**src/rtl/pc_seq_pkg.sv**
```systemverilog
// pc_seq_pkg: shared fetch-sequencer definitions.
// Holds the default datapath width and reset vector, the fetch FSM state
// encoding, and the alignment rule applied to every redirect target.
package pc_seq_pkg;

  // Default PC / instruction width and the PC loaded by reset.
  localparam int                CPU_WIDTH_DEF = 32;
  localparam logic [31:0]       RESET_VEC_DEF = 32'h0000_0000;

  // Number of low PC bits that are forced to zero on a redirect
  // (instructions are word aligned).
  localparam int                ALIGN_BITS    = 2;

  // Fetch FSM state encoding.
  localparam logic [1:0]        ST_IDLE_ENC   = 2'd0;
  localparam logic [1:0]        ST_REQ_ENC    = 2'd1;
  localparam logic [1:0]        ST_WAIT_ENC   = 2'd2;
  localparam logic [1:0]        ST_HOLD_ENC   = 2'd3;

  typedef enum logic [1:0] {
    IDLE = ST_IDLE_ENC,   // coming out of reset, raising ena
    REQ  = ST_REQ_ENC,    // imem_req high, waiting for imem_gnt
    WAIT = ST_WAIT_ENC,   // request accepted, waiting for imem_rvalid
    HOLD = ST_HOLD_ENC    // instruction presented to decode
  } pc_state_e;

endpackage

```
**src/rtl/pc_redirect_mux.sv**
```systemverilog
// pc_redirect_mux: combinational selection of the control-flow redirect.
// Priority is trap > mret > branch/jump; only the winning target is used and
// its low bits are cleared so the fetch address is always word aligned.
module pc_redirect_mux
  import pc_seq_pkg::*;
#(
  parameter int W = 32
) (
  input  logic         trap,
  input  logic [W-1:0] trap_vec,
  input  logic         mret,
  input  logic [W-1:0] mepc,
  input  logic         br_taken,
  input  logic [W-1:0] br_target,
  output logic         redir_vld,
  output logic [W-1:0] redir_pc
);

  logic [W-1:0] raw_target;

  // Pick the highest-priority requested target, then align it.
  always_comb begin
    raw_target = br_target;
    if (trap) begin
      raw_target = trap_vec;
    end else if (mret) begin
      raw_target = mepc;
    end
    redir_vld = trap | mret | br_taken;
    redir_pc  = {raw_target[W-1:ALIGN_BITS], {ALIGN_BITS{1'b0}}};
  end

endmodule

```
**src/rtl/pc_seq.sv**
```systemverilog
// pc_seq: fetch sequencer. Owns the PC, runs the req/gnt/rvalid handshake to
// instruction memory and holds one fetched instruction for decode at a time.
// Redirects arriving while a fetch is in flight are remembered and the
// wrong-path response is dropped when it comes back.
module pc_seq
  import pc_seq_pkg::*;
#(
  parameter int                   CPU_WIDTH = CPU_WIDTH_DEF,
  parameter logic [CPU_WIDTH-1:0] RESET_VEC = CPU_WIDTH'(RESET_VEC_DEF)
) (
  input  logic                 clk,
  input  logic                 rst,
  output logic                 ena,
  input  logic                 trap,
  input  logic [CPU_WIDTH-1:0] trap_vec,
  input  logic                 mret,
  input  logic [CPU_WIDTH-1:0] mepc,
  input  logic                 br_taken,
  input  logic [CPU_WIDTH-1:0] br_target,
  output logic                 imem_req,
  output logic [CPU_WIDTH-1:0] imem_addr,
  input  logic                 imem_gnt,
  input  logic                 imem_rvalid,
  input  logic [CPU_WIDTH-1:0] imem_rdata,
  output logic                 inst_valid,
  input  logic                 inst_ready,
  output logic [CPU_WIDTH-1:0] inst,
  output logic [CPU_WIDTH-1:0] curr_pc
);

  pc_state_e            state_reg;
  logic                 kill_reg;      // in-flight response is wrong-path
  logic                 pend_vld_reg;  // redirect seen while still requesting
  logic [CPU_WIDTH-1:0] pend_pc_reg;   // latest redirect target (last wins)

  logic                 redir_vld;
  logic [CPU_WIDTH-1:0] redir_pc;

  pc_redirect_mux #(
    .W (CPU_WIDTH)
  ) u_redirect_mux (
    .trap      (trap),
    .trap_vec  (trap_vec),
    .mret      (mret),
    .mepc      (mepc),
    .br_taken  (br_taken),
    .br_target (br_target),
    .redir_vld (redir_vld),
    .redir_pc  (redir_pc)
  );

  // The fetch address is the PC register itself, so it only moves when the
  // FSM decides to start a new fetch and stays put while a request is open.
  assign imem_addr = curr_pc;

  // Fetch FSM: all outputs are registered here, none depend on inputs
  // combinationally.
  always_ff @(posedge clk or posedge rst) begin
    if (rst) begin
      state_reg    <= IDLE;
      curr_pc      <= RESET_VEC;
      ena          <= 1'b0;
      imem_req     <= 1'b0;
      inst_valid   <= 1'b0;
      inst         <= '0;
      kill_reg     <= 1'b0;
      pend_vld_reg <= 1'b0;
      pend_pc_reg  <= '0;
    end else begin
      unique case (state_reg)
        // First edge raises ena; the next edge starts the first request, so
        // imem_req trails ena by one cycle. Redirects are not looked at here.
        IDLE: begin
          if (!ena) begin
            ena <= 1'b1;
          end else begin
            imem_req  <= 1'b1;
            state_reg <= REQ;
          end
        end

        // Address held until grant. A redirect is only recorded; the granted
        // fetch then becomes wrong-path and is killed in WAIT.
        REQ: begin
          if (redir_vld) begin
            pend_pc_reg  <= redir_pc;
            pend_vld_reg <= 1'b1;
          end
          if (imem_gnt) begin
            imem_req  <= 1'b0;
            kill_reg  <= pend_vld_reg | redir_vld;
            state_reg <= WAIT;
          end
        end

        // Response either becomes the held instruction or is thrown away,
        // in which case the fetch restarts at the newest redirect target.
        WAIT: begin
          if (imem_rvalid) begin
            if (!kill_reg && !redir_vld) begin
              inst       <= imem_rdata;
              inst_valid <= 1'b1;
              state_reg  <= HOLD;
            end else begin
              curr_pc      <= redir_vld ? redir_pc : pend_pc_reg;
              kill_reg     <= 1'b0;
              pend_vld_reg <= 1'b0;
              imem_req     <= 1'b1;
              state_reg    <= REQ;
            end
          end else if (redir_vld) begin
            kill_reg    <= 1'b1;
            pend_pc_reg <= redir_pc;
          end
        end

        // Present the instruction until decode takes it. A redirect flushes
        // it even if decode accepts in the same cycle.
        HOLD: begin
          if (redir_vld) begin
            inst_valid <= 1'b0;
            curr_pc    <= redir_pc;
            imem_req   <= 1'b1;
            state_reg  <= REQ;
          end else if (inst_ready) begin
            inst_valid <= 1'b0;
            curr_pc    <= curr_pc + CPU_WIDTH'(4);
            imem_req   <= 1'b1;
            state_reg  <= REQ;
          end
        end

        default: begin
          state_reg <= IDLE;
        end
      endcase
    end
  end

endmodule

```
**config.mk**
```make
export PLATFORM = sky130hd
export DESIGN_NAME = pc_seq
export DESIGN_NICKNAME = d
export VERILOG_FILES = /design/src/rtl/pc_seq_pkg.sv /design/src/rtl/pc_redirect_mux.sv /design/src/rtl/pc_seq.sv
export SDC_FILE = /design/constraint.sdc
export NUM_CORES = 1
export LEC_CHECK = 0
export CELL_PAD_IN_SITES_DETAIL_PLACEMENT = 1
export CELL_PAD_IN_SITES_GLOBAL_PLACEMENT = 2
export CORE_ASPECT_RATIO = 0.8
export CORE_MARGIN = 1
export CORE_UTILIZATION = 26
export DETAILED_ROUTE_END_ITERATION = 8
export PLACE_DENSITY_LB_ADDON = 0.25
export SYNTH_ARGS = -nofsm -noshare
export SYNTH_HDL_FRONTEND = slang
export SYNTH_HIERARCHICAL = 1
export SYNTH_SLANG_ARGS = --single-unit
```
**constraint.sdc**
```tcl
create_clock -name clk -period 4.8 [get_ports clk]
set_input_delay 0.96 -clock clk [delete_from_list [all_inputs] [get_ports clk]]
set_output_delay 0.96 -clock clk [all_outputs]
set_load 0.01 [all_outputs]
```
Word level (Yosys, flattened, before mapping)
Index checks and enable logic that the tools add are counted.

$add $sub $neg: 1. Equality and inequality tests: 13. Muxes and demuxes: 36. Bitwise gates (word level): 3. Reduce and logical (&&, ||, !) cells: 14.

Operators by type and width (count): 32-bit two-way mux (8); 32-bit case mux with 2 select lines (2); 32-bit by 3-bit adder with 32-bit output, second input constant (1); 4-bit AND reduction (5); 1-bit two-way mux (15); 2-bit inequality test, second input constant (7); 2-bit two-way mux (6); 3-bit inequality test, second input constant (3); 2-bit case mux with 4 select lines (1); 1-bit case mux with 2 select lines (3); 5-bit AND reduction (1); 2-bit equality test, second input constant (2); 1-bit case mux with 4 select lines (1); 2-bit nonzero test (2); 1-bit OR (3); 3-bit AND reduction (1); 2-bit by 1-bit equality test with 1-bit output, second input constant (1); 1-bit logical NOT (2); 2-bit logical NOT (1); 2-bit AND reduction (1); 1-bit logical AND (1).

Register bits: 103. Input bits: 136. Output and inout bits: 99. Word-level logic and storage cells: 76.

Depth between registers and ports, before layout
Gate-level depths: netlist of the first run.

Depth in word-level cells: 7. Mapped depth: 9. Mapped depth without buffers: 7.

By module
The synthesis of the first run kept the hierarchy.

By module, submodules not included: pc_seq (instances 1, cells an instance 505, area each 5355.1 µm², sequential area each 2577.5 µm²); pc_redirect_mux (instances 1, cells an instance 105, area each 704.4 µm², sequential area each 0.0 µm²).

Worst setup path before layout of the first run
No wires, ideal clock.

Kind: input -> register. From: input mret. To: register inst[0]. Setup time: 0.125 ns. Arrival time: 2.655 ns. Data required time: 4.675 ns. Slack: 2.020 ns. Cell stages on the path: 6. Buffers on the path: 3. Cell sequence: buf_6 -> or3_1 -> buf_2 -> nor3_1 -> buf_2 -> mux2_2.

Longest elaborated chain between the ends: 5.

RTL lines: start, declared (RTL line pc_seq.sv:16) `input logic mret,`; 1-bit OR (2 in a row) (RTL line pc_redirect_mux.sv:29) `redir_vld = trap | mret | br_taken;`; net redir_vld (RTL line pc_seq.sv:36) `logic redir_vld;`; 1-bit logical NOT (RTL line pc_seq.sv:100) `if (!kill_reg && !redir_vld) begin`; 1-bit logical AND (RTL line pc_seq.sv:100); 3-bit AND reduction (no source line); end signal, assigned (RTL line pc_seq.sv:101) `inst <= imem_rdata;`; end, declared (RTL line pc_seq.sv:27) `output logic [CPU_WIDTH-1:0] inst,`.

The timed path passes the listed nets, and every way through them passes these cells. A chain may end at the register's enable or synchronous reset.

Worst setup path in the final report of the first run
From: input br_taken. To: register imem_req.

Longest elaborated chain between the ends: 5. Elaborated cells between the ends (all ways): 8. Those cells by class: 2 x eq/ne; 2 x mux; 1 x bitwise; 3 x reduce/logical.

RTL lines: start, declared (RTL line pc_seq.sv:18) `input logic br_taken,`; 1-bit OR * (RTL line pc_redirect_mux.sv:29); net redir_vld (RTL line pc_seq.sv:36); 1-bit logical NOT (RTL line pc_seq.sv:100); 1-bit logical AND (RTL line pc_seq.sv:100); 2-bit inequality test (no source line); 5-bit AND reduction (no source line); end signal, assigned (RTL line pc_seq.sv:108) `imem_req <= 1'b1;`; end signal, assigned (RTL line pc_seq.sv:123) `imem_req <= 1'b1;`; end signal, assigned (RTL line pc_seq.sv:128) `imem_req <= 1'b1;`; end, declared (RTL line pc_seq.sv:20) `output logic imem_req,`.

The timed path passes the listed nets; every way through them passes the cells marked *.

==> out/metrics.cfg, run 1 <==
[outcome]
run_status=finished clean

[cts]
hold_buffers=0
clk_pin_slew_worst_paths_ps=70
clockRootBuffer=clkbuf_16
cts_num_sinks=103
clockBufferDepth=2
cts_buffers=9
cts_tree=done
post_cts_buffers=0
cts.repair.resized=0
insertion_delay_ps=350
cts-htree-levels=3

[timing]
rsz0062_at_grt=false
hold_violations=0
min_period_ps=3389
finalSetupTns_ps=0
fin_ws_ps=1411
fin_crit_sh_pct=70.61
timing.hold.ws_ps=502.6
worst_pin_slew_ps=1091
maxSlewViolCount=0
setup_viol=0
timing.fmax_ghz=0.2951
slew_headroom_pct=27.19
clock_skew_ps=6.660

[global_routing]
grt_pass1_vias=5696
track_usage_pct=17.08
gr-usage-met2_pct=28.99
met1_usage_pct=22.73
grt_antenna_before_repair=0
grt-busiest-layer=met2
grt_max_degree=71
grt_pass1_wl_um=32440
overflow=0
grt_util_met3_pct=2.741

[yosys]
avgSynthCellArea_um2=9.934
synth_ff_type=dfrtp_1
synth_edf_count=0
ys.warnings.count=6
async_reset_ff_share_pct=100.0
synth.cell_area_um2=6060
ys_seq_elements=103
ys_seq_area_share_pct=42.54
post_synth_num_cell_types=57
syn_inst=610

[floorplanning]
pin_count=235
start_util_pct=26.71
placementRows=49
die_height_um=138.5
dieWidth_um=172.7
coreArea_um2=22680
fp.dieArea_um2=23920

[place]
gp_congestion=0.7977
dp_slack_ps=1048
port-buffer-count=228
hpwl_um=14230

[detailed_routing]
vias=5328
drt_wl_total_um=19780
viasPerCell=4.866
drcViolationCount=0
wl_per_cell_um=18.06
first_iter_violations=269
ant_nets=0
firstDrtPassIters=4

[finish]
regArea_um2=2577
fillers=2562
n_antenna_cell=0
multi_input_area_um2=2974
area_growth_pct=42.56
nNetsFinal=926
layout-drive-gt1-share_pct=13.69

[power]
p_leak_uw=0.003573
vdd_drop_max_uv=179.5
powerDensity_nw_per_um2=500.4
finalPower_uw=4322

[worst_setup_path]
path_max_fanout=41
start_kind=primary input
arrival_ps=3620
crit_path_end_kind=flop
worst-setup-path-type=in -> reg
critical_path_required_ps=5030

[min_path]
min_path_type=reg -> reg

[run]
cap_viol_max_count=0

## cells in the mapped netlist, drive strengths merged, types with 5 or more instances
library cell  count  share of area [%]
a41oi             6               0.87
and3              5               0.52
mux2             64                 12
a21oi            21                1.7
a22oi             9                1.1
buf              55                6.9
nand4             9                1.2
a31oi            12                1.2
dfrtp           103                 43
clkbuf           20                1.3
nor3b             6               0.74
nor2             38                2.4
a22o              9                1.3
nand2            49                3.0
inv              11               0.68
nor4              5                1.0
nand3            13                1.2
nand2b            6               0.62
o21ai            83                7.0
mux2i            36                5.9
ha                5                1.0
## layout by cell type, fill, tap and decap left out, drive strengths merged, types with 6 or more instances in the layout
master	n
a22oi	9
nand2	49
mux2i	36
nor2	38
nand3	13
a41oi	6
nor3b	6
buf	12
dfrtp	103
a22o	9
nand4	9
nand2b	6
clkbuf	11
clkdlybuf4s50	226
o21ai	83
mux2	64
a31oi	12
inv	11
a21oi	21
## path summary, 6_finish.rpt
kind	to	slack, ps	depth (start not counted)	start
max	imem_req	1410	6	br_taken
min	pend_vld_reg	500	2	pend_vld_reg
max reg2reg	curr_pc[26]	2200	6	state_reg[0]
min reg2reg	pend_vld_reg	500	2	pend_vld_reg
max in group asynchronous	curr_pc[14]	2760	3	rst
min in group asynchronous	inst[3]	1180	2	rst
## layout make-up
cell class | count | area share, %
Clock buffer | 11 | 2.810
Clock inverter | 4 | 0.8111
Timing Repair Buffer | 238 | 27.17
Tap cell | 306 | 4.432
Sequential cell | 103 | 29.84
Multi-Input combinational cell | 422 | 34.43
Inverter | 11 | 0.5070
## metal layers
layer / vias to the layer above / wire length, µm
li1: 2536 / -
met1: 2651 / 9133
met2: 128 / 9744
met3: 13 / 711
met4: 0 / 189
met5: - / 0
## power by group
group | total [µW] | leakage (µW) | internal (µW) | switching, µW
combinational | 1910 | 0.00211 | 1080 | 821
clock | 801 | 0.000155 | 468 | 334
sequential | 1620 | 0.00130 | 1230 | 390
## worst max-delay path, stage by stage
cell and delay [ps]:
clkdlybuf4s50_1 390, or3_2 700, nand2b_2 710, o221ai_1 580
a21oi_1 120, mux2i_1 140
## cell families (layout without fill, tap and decap cells)
| logic type | after synthesis | after routing | synth area share [%] |
|---|---|---|---|
| adders and majority gates | 5 | 5 | 1.032 |
| buffers and inverters | 86 | 264 | 8.817 |
| DFF | 103 | 103 | 42.54 |
| muxes | 100 | 100 | 17.84 |
| AOI/OAI and AO/OA | 166 | 166 | 16.95 |
| other | 1 | 2 | 0.06189 |
| and+or+nand+nor | 149 | 149 | 12.76 |
## through the flow
stage	std cells	area, µm²	utilization, %
after floorplan	611	6063	-
after global placement	1080	8325	36.70
after detailed placement	1080	8325	36.70
after CTS	1095	8638	38.08
after global routing	1095	8638	38.08
final	1095	8638	38.08
No activity file was read; power rests on OpenSTA's default activity.
==> inputs of run 2 (changes only) <==
--- a/config.mk
+++ b/config.mk
@@ -9,7 +9,7 @@
 export CELL_PAD_IN_SITES_GLOBAL_PLACEMENT = 2
 export CORE_ASPECT_RATIO = 0.8
 export CORE_MARGIN = 1
-export CORE_UTILIZATION = 26
+export CORE_UTILIZATION = 24
 export DETAILED_ROUTE_END_ITERATION = 8
 export PLACE_DENSITY_LB_ADDON = 0.25
 export SYNTH_ARGS = -nofsm -noshare
==> constraint.sdc (replaced) <==
create_clock -name clk -period 3.01 [get_ports clk]
set_input_delay 0.602 -clock clk [delete_from_list [all_inputs] [get_ports clk]]
set_output_delay 0.602 -clock clk [all_outputs]
set_load 0.01 [all_outputs]
==> out/metrics.cfg, run 2 (synthesis gave the netlist of run 1 again) <==
[outcome]
run_status=finished with violations  ; was finished clean
violations=design-rule violations

[global_routing]
track_usage_pct=15.73  ; was 17.08%
grt_pass1_vias=5546  ; was 5,696
met1_usage_pct=20.61  ; was 22.73%
grt_max_degree=61  ; was 71
grt-busiest-layer=met2  ; unchanged
gr-usage-met2_pct=27.06  ; was 28.99%
grt_antenna_before_repair=0  ; unchanged
grt_util_met3_pct=2.669  ; was 2.741%
grt_pass1_wl_um=31630  ; was 32,440 µm
overflow=0  ; unchanged

[cts]
cts.repair.resized=0  ; unchanged
clockBufferDepth=2  ; unchanged
insertion_delay_ps=350  ; about the same
cts_num_sinks=103  ; unchanged
post_cts_buffers=0  ; unchanged
clockRootBuffer=clkbuf_16  ; unchanged
hold_buffers=0  ; unchanged
cts-htree-levels=3  ; unchanged
cts_tree=done  ; unchanged
cts_buffers=9  ; unchanged
clk_pin_slew_worst_paths_ps=70  ; about the same

[finish]
n_antenna_cell=0  ; unchanged
nNetsFinal=934  ; was 926
mostFrequentLayoutCells=clkdlybuf4s50_1 (226), dfrtp_1 (103), mux2_2 (64)  ; unchanged
final_common_cell=clkdlybuf4s50_1  ; unchanged
final_area_um2=8823  ; was 8638 µm²
area_growth_pct=45.61  ; was 42.56%
layout-drive-gt1-share_pct=14.57  ; was 13.69%

[detailed_routing]
viasPerCell=4.816  ; was 4.866
drcViolationCount=6  ; was 0
ant_nets=0  ; unchanged
first_iter_violations=322  ; was 269
drt_wl_total_um=20180  ; was 19,780 µm
wl_per_cell_um=18.12  ; was 18.06 µm
vias=5365  ; was 5,328
firstDrtPassIters=8  ; was 4

[timing]
min_period_ps=2445
setup_viol=0  ; unchanged
clock_skew_ps=8.651  ; was 6.660 ps
finalSetupTns_ps=0  ; unchanged
slew_headroom_pct=47.05  ; was 27.19%
rsz0062_at_grt=false  ; unchanged
worst_pin_slew_ps=789.9  ; was 1091 ps
fin_crit_sh_pct=81.24
maxSlewViolCount=0  ; unchanged
hold_violations=0  ; unchanged
timing.fmax_ghz=0.4089

[worst_setup_path]
crit_path_end_kind=flop  ; unchanged
arrival_ps=2710  ; was 3620 ps
r2r_cells=7  ; was 6
critical_path_required_ps=3270  ; was 5030 ps
start_kind=primary input  ; unchanged
path_max_fanout=44  ; was 41
worst-setup-path-type=in -> reg  ; unchanged

[place]
placed_area_um2=8489  ; was 8325 µm²
gp_congestion=0.7464  ; was 0.7977
hpwl_um=14990  ; was 14,230 µm
port-buffer-count=228  ; unchanged

[min_path]
min_path_type=reg -> reg  ; unchanged
min_path_cells=1  ; was 2

[power]
vdd_drop_max_uv=294.7  ; was 179.5 µV
powerDensity_nw_per_um2=800.2  ; was 500.4 nW/µm²
p_leak_uw=0.003647  ; was 0.003573 µW
finalPower_uw=7060  ; was 4322 µW

[floorplanning]
placementRows=51  ; was 49
fp.dieArea_um2=25890  ; was 23,920 µm²
start_util_pct=24.67  ; was 26.71%
coreArea_um2=24570  ; was 22,680 µm²
pin_count=235  ; unchanged
die_height_um=144.1  ; was 138.5 µm
dieWidth_um=179.7  ; was 172.7 µm

[run]
cap_viol_max_count=0  ; unchanged

==> run 2: changes by cell type in the layout (fill, tap and decap cells not counted), sizes merged <==
cell      change
bufinv        +1
clkinvlp      +1
clkbuf        -1
inv           -1
clkinv        -1
buf           +8
==> run 2: critical path, stage by stage <==
cell,delay [ps]
clkdlybuf4s50_1,390
or3_2,490
buf_4,240
a21oi_1,220
or3_4,270
buf_12,230
o21ai_0,120
o21ai_0,120
==> run 2: metrics by stage <==
| step | cells | worst slack, ps | util (%) | hold WS, ps |
|---|---|---|---|---|
| after global placement | 1100 | 241.4 | 34.56 | 478.2 |
| after global routing | 1114 | 387.1 | 35.92 | 522.1 |
| final | 1114 | 564.7 | 35.92 | 499.6 |
| after floorplan | 611 | 588.3 | - | 456.8 |
| after detailed placement | 1100 | 209.9 | 34.56 | 489.3 |
| after CTS | 1114 | 583.9 | 35.92 | 505.8 |
==> run 2: cell type report <==
cell class	count	area (µm²)
Clock buffer	10	239.0
Tap cell	318	397.9
Inverter	11	45.04
Fill cell	2730	15740
Clock inverter	4	95.09
Timing Repair Buffer	246	2495
Multi-Input combinational cell	422	2974
Sequential cell	103	2577
==> run 2: power breakdown <==
| part | internal (µW) | switching [µW] | leakage [µW] |
|---|---|---|---|
| clock network | 826 | 538 | 0.000164 |
| logic | 1800 | 1330 | 0.00218 |
| registers | 1950 | 604 | 0.00130 |
| total | 4580 | 2480 | 0.00365 |
==> run 2: layer usage <==
layer  share of wire [%]  routed length (µm)
met5                   0                   0
met4                 1.3                 266
met1                  47                9558
met2                  48                9750
met3                 3.0                 606
==> run 2: path summary, 6_finish.rpt <==
check	startpoint	end	slack, ps
worst max register to register	curr_pc[3]	curr_pc[22]	600
min in group asynchronous	rst	inst[28]	690
worst min-delay path	ena	ena	500
worst min register to register	ena	ena	500
worst max-delay path	br_taken	curr_pc[12]	560
max in group asynchronous	rst	pend_pc_reg[6]	1610
==> inputs of run 3 (changes only) <==
--- a/config.mk
+++ b/config.mk
@@ -9,7 +9,7 @@
 export CELL_PAD_IN_SITES_GLOBAL_PLACEMENT = 2
 export CORE_ASPECT_RATIO = 0.8
 export CORE_MARGIN = 1
-export CORE_UTILIZATION = 24
+export CORE_UTILIZATION = 26
 export DETAILED_ROUTE_END_ITERATION = 8
 export PLACE_DENSITY_LB_ADDON = 0.25
 export SYNTH_ARGS = -nofsm -noshare
==> constraint.sdc (replaced) <==
create_clock -name clk -period 2.3 [get_ports clk]
set_input_delay 0.46 -clock clk [delete_from_list [all_inputs] [get_ports clk]]
set_output_delay 0.46 -clock clk [all_outputs]
set_load 0.01 [all_outputs]
==> out/metrics.cfg, run 3 (synthesis gave the netlist of run 1 again) <==
[power]
vdd_drop_max_uv=332.5  ; was 294.7 µV
p_leak_uw=0.003747  ; was 0.003647 µW
finalPower_uw=9186  ; was 7060 µW
powerDensity_nw_per_um2=1025  ; was 800.2 nW/µm²

[worst_setup_path]
crit_path_end_kind=flop  ; unchanged
arrival_ps=2370  ; was 2710 ps
critical_path_required_ps=2550  ; was 3270 ps
worst-setup-path-type=reg -> reg  ; was in -> reg
path_max_fanout=9  ; was 44
start_kind=flop  ; was primary input

[detailed_routing]
met1_length_um=9380  ; was 9558 µm
firstDrtPassIters=4  ; was 8
drcViolationCount=0  ; was 6
ant_nets=0  ; unchanged
viasPerCell=4.900  ; was 4.816
highest_layer=met4  ; unchanged
wl_met3_um=646  ; was 606 µm
drt_wl_total_um=20120  ; was 20,180 µm
vias=5547  ; was 5,365
dr_wl_met2_um=9933  ; was 9750 µm
wl_per_cell_um=17.77  ; was 18.12 µm
first_iter_violations=326  ; was 322

[floorplanning]
pin_count=235  ; unchanged
start_util_pct=26.71  ; was 24.67%
coreArea_um2=22680  ; was 24,570 µm²
fp.dieArea_um2=23920  ; was 25,890 µm²
placementRows=49  ; was 51
die_height_um=138.5  ; was 144.1 µm
dieWidth_um=172.7  ; was 179.7 µm

[cts]
insertion_delay_ps=350  ; about the same
cts-htree-levels=3  ; unchanged
clockRootBuffer=clkbuf_16  ; unchanged
hold_buffers=0  ; unchanged
cts_tree=done  ; unchanged
cts_buffers=9  ; unchanged
cts_num_sinks=103  ; unchanged
clockBufferDepth=2  ; unchanged
clk_pin_slew_worst_paths_ps=70  ; about the same

[timing]
min_period_ps=2120
timing.fmax_ghz=0.4716
maxSlewViolCount=0  ; unchanged
rsz0062_at_grt=false  ; unchanged
finalSetupTns_ps=0  ; unchanged
worst_pin_slew_ps=597.7  ; was 789.9 ps
slew_headroom_pct=60.16  ; was 47.05%
clock_skew_ps=10.32  ; was 8.651 ps
setup_viol=0  ; unchanged
timing.hold.ws_ps=369.7  ; was 499.6 ps
hold_violations=0  ; unchanged
fin_crit_sh_pct=92.18

[place]
hpwl_um=15180  ; was 14,990 µm
placed_area_um2=8667  ; was 8489 µm²
gp_congestion=0.7675  ; was 0.7464
port-buffer-count=228  ; unchanged

[global_routing]
grt_max_degree=65  ; was 61
grt_antenna_before_repair=0  ; unchanged
overflow=0  ; unchanged
grt_pass1_vias=5979  ; was 5,546
track_usage_pct=17.22  ; was 15.73%
grt_pass1_wl_um=32880  ; was 31,630 µm

[min_path]
min_path_type=in -> async  ; was reg -> reg

[finish]
layout-drive-gt1-share_pct=17.43  ; was 14.57%
n_antenna_cell=0  ; unchanged
mostFrequentLayoutCells=clkdlybuf4s50_1 (226), dfrtp_1 (103), mux2_2 (64)  ; unchanged
final_common_cell=clkdlybuf4s50_1  ; unchanged
final_area_um2=8961  ; was 8823 µm²
nNetsFinal=963  ; was 934
area_growth_pct=47.88  ; was 45.61%

[run]
cap_viol_max_count=0  ; unchanged

[outcome]
run_status=finished clean  ; was finished with violations

## run 3: changes by cell type in the layout (fill, tap and decap cells not counted)
cell,before,now
clkinv_2,1,2
or3_2,1,0
buf_6,0,1
buf_4,11,41
nor3_2,2,1
bufinv_16,3,1
nor3_4,0,1
buf_12,7,5
clkbuf_8,1,0
or3_4,1,2
clkbuf_1,0,2
clkinvlp_4,1,2
## run 3: path summary, 6_finish.rpt
check / endpoint / start / slack, ps / depth (start not counted)
hold reg to reg: ena / ena / 500 / 1
setup / recovery: curr_pc[28] / state_reg[0] / 180 / 7
hold / removal: inst[31] / rst / 370 / 2
max in group asynchronous: state_reg[1] / rst / 1240 / 3
min in group clk: ena / ena / 500 / 1
setup reg to reg: curr_pc[28] / state_reg[0] / 180 / 7
## run 3: metal layers
metal  global-route usage [%]  vias up
met3                    3.015       13
met2                    29.48      113
met4                    3.586        0
met1                    22.73     2807
li1                         -     2614
met5                        0        -
## run 3: final cells by class
| type | count | area [µm²] |
|---|---|---|
| clock inverter | 4 | 47.55 |
| inverter | 11 | 45.04 |
| clock buffer | 11 | 232.7 |
| timing repair buffer | 275 | 2691 |
| multi-input combinational | 422 | 2984 |
| sequential | 103 | 2577 |
| tap | 306 | 382.9 |
| fill | 2589 | 13720 |
## run 3: through the flow
step	worst slack (ps)	util, %	instances
finish	179.8	39.50	1132
global route	12.15	39.50	1132
CTS	36.67	39.44	1132
detailed placement	-279.1	38.21	1117
global placement	-200.6	38.21	1117
floorplan	20.33	-	611
## run 3: critical path, stage by stage (launching register included)
cell      delay, ps
dfrtp_1         410
inv_1            80
ha_1            250
nand2b_1        110
a21oi_1         120
or3_4           470
or3_1           360
o311ai_1        220
## run 3: power breakdown
part / leakage [µW] / internal, µW / switching (µW) / total (µW)
Clock: 0.000135 / 836 / 687 / 1520
Sequential: 0.00130 / 2560 / 668 / 3230
Combinational: 0.00231 / 2520 / 1910 / 4440
Total: 0.00375 / 5920 / 3270 / 9190
## run 3: timing repair
action / CTS / global route
setup endpoints to repair: 0 / 8
gates resized for setup: 0 / 3
setup buffers: 0 / 0
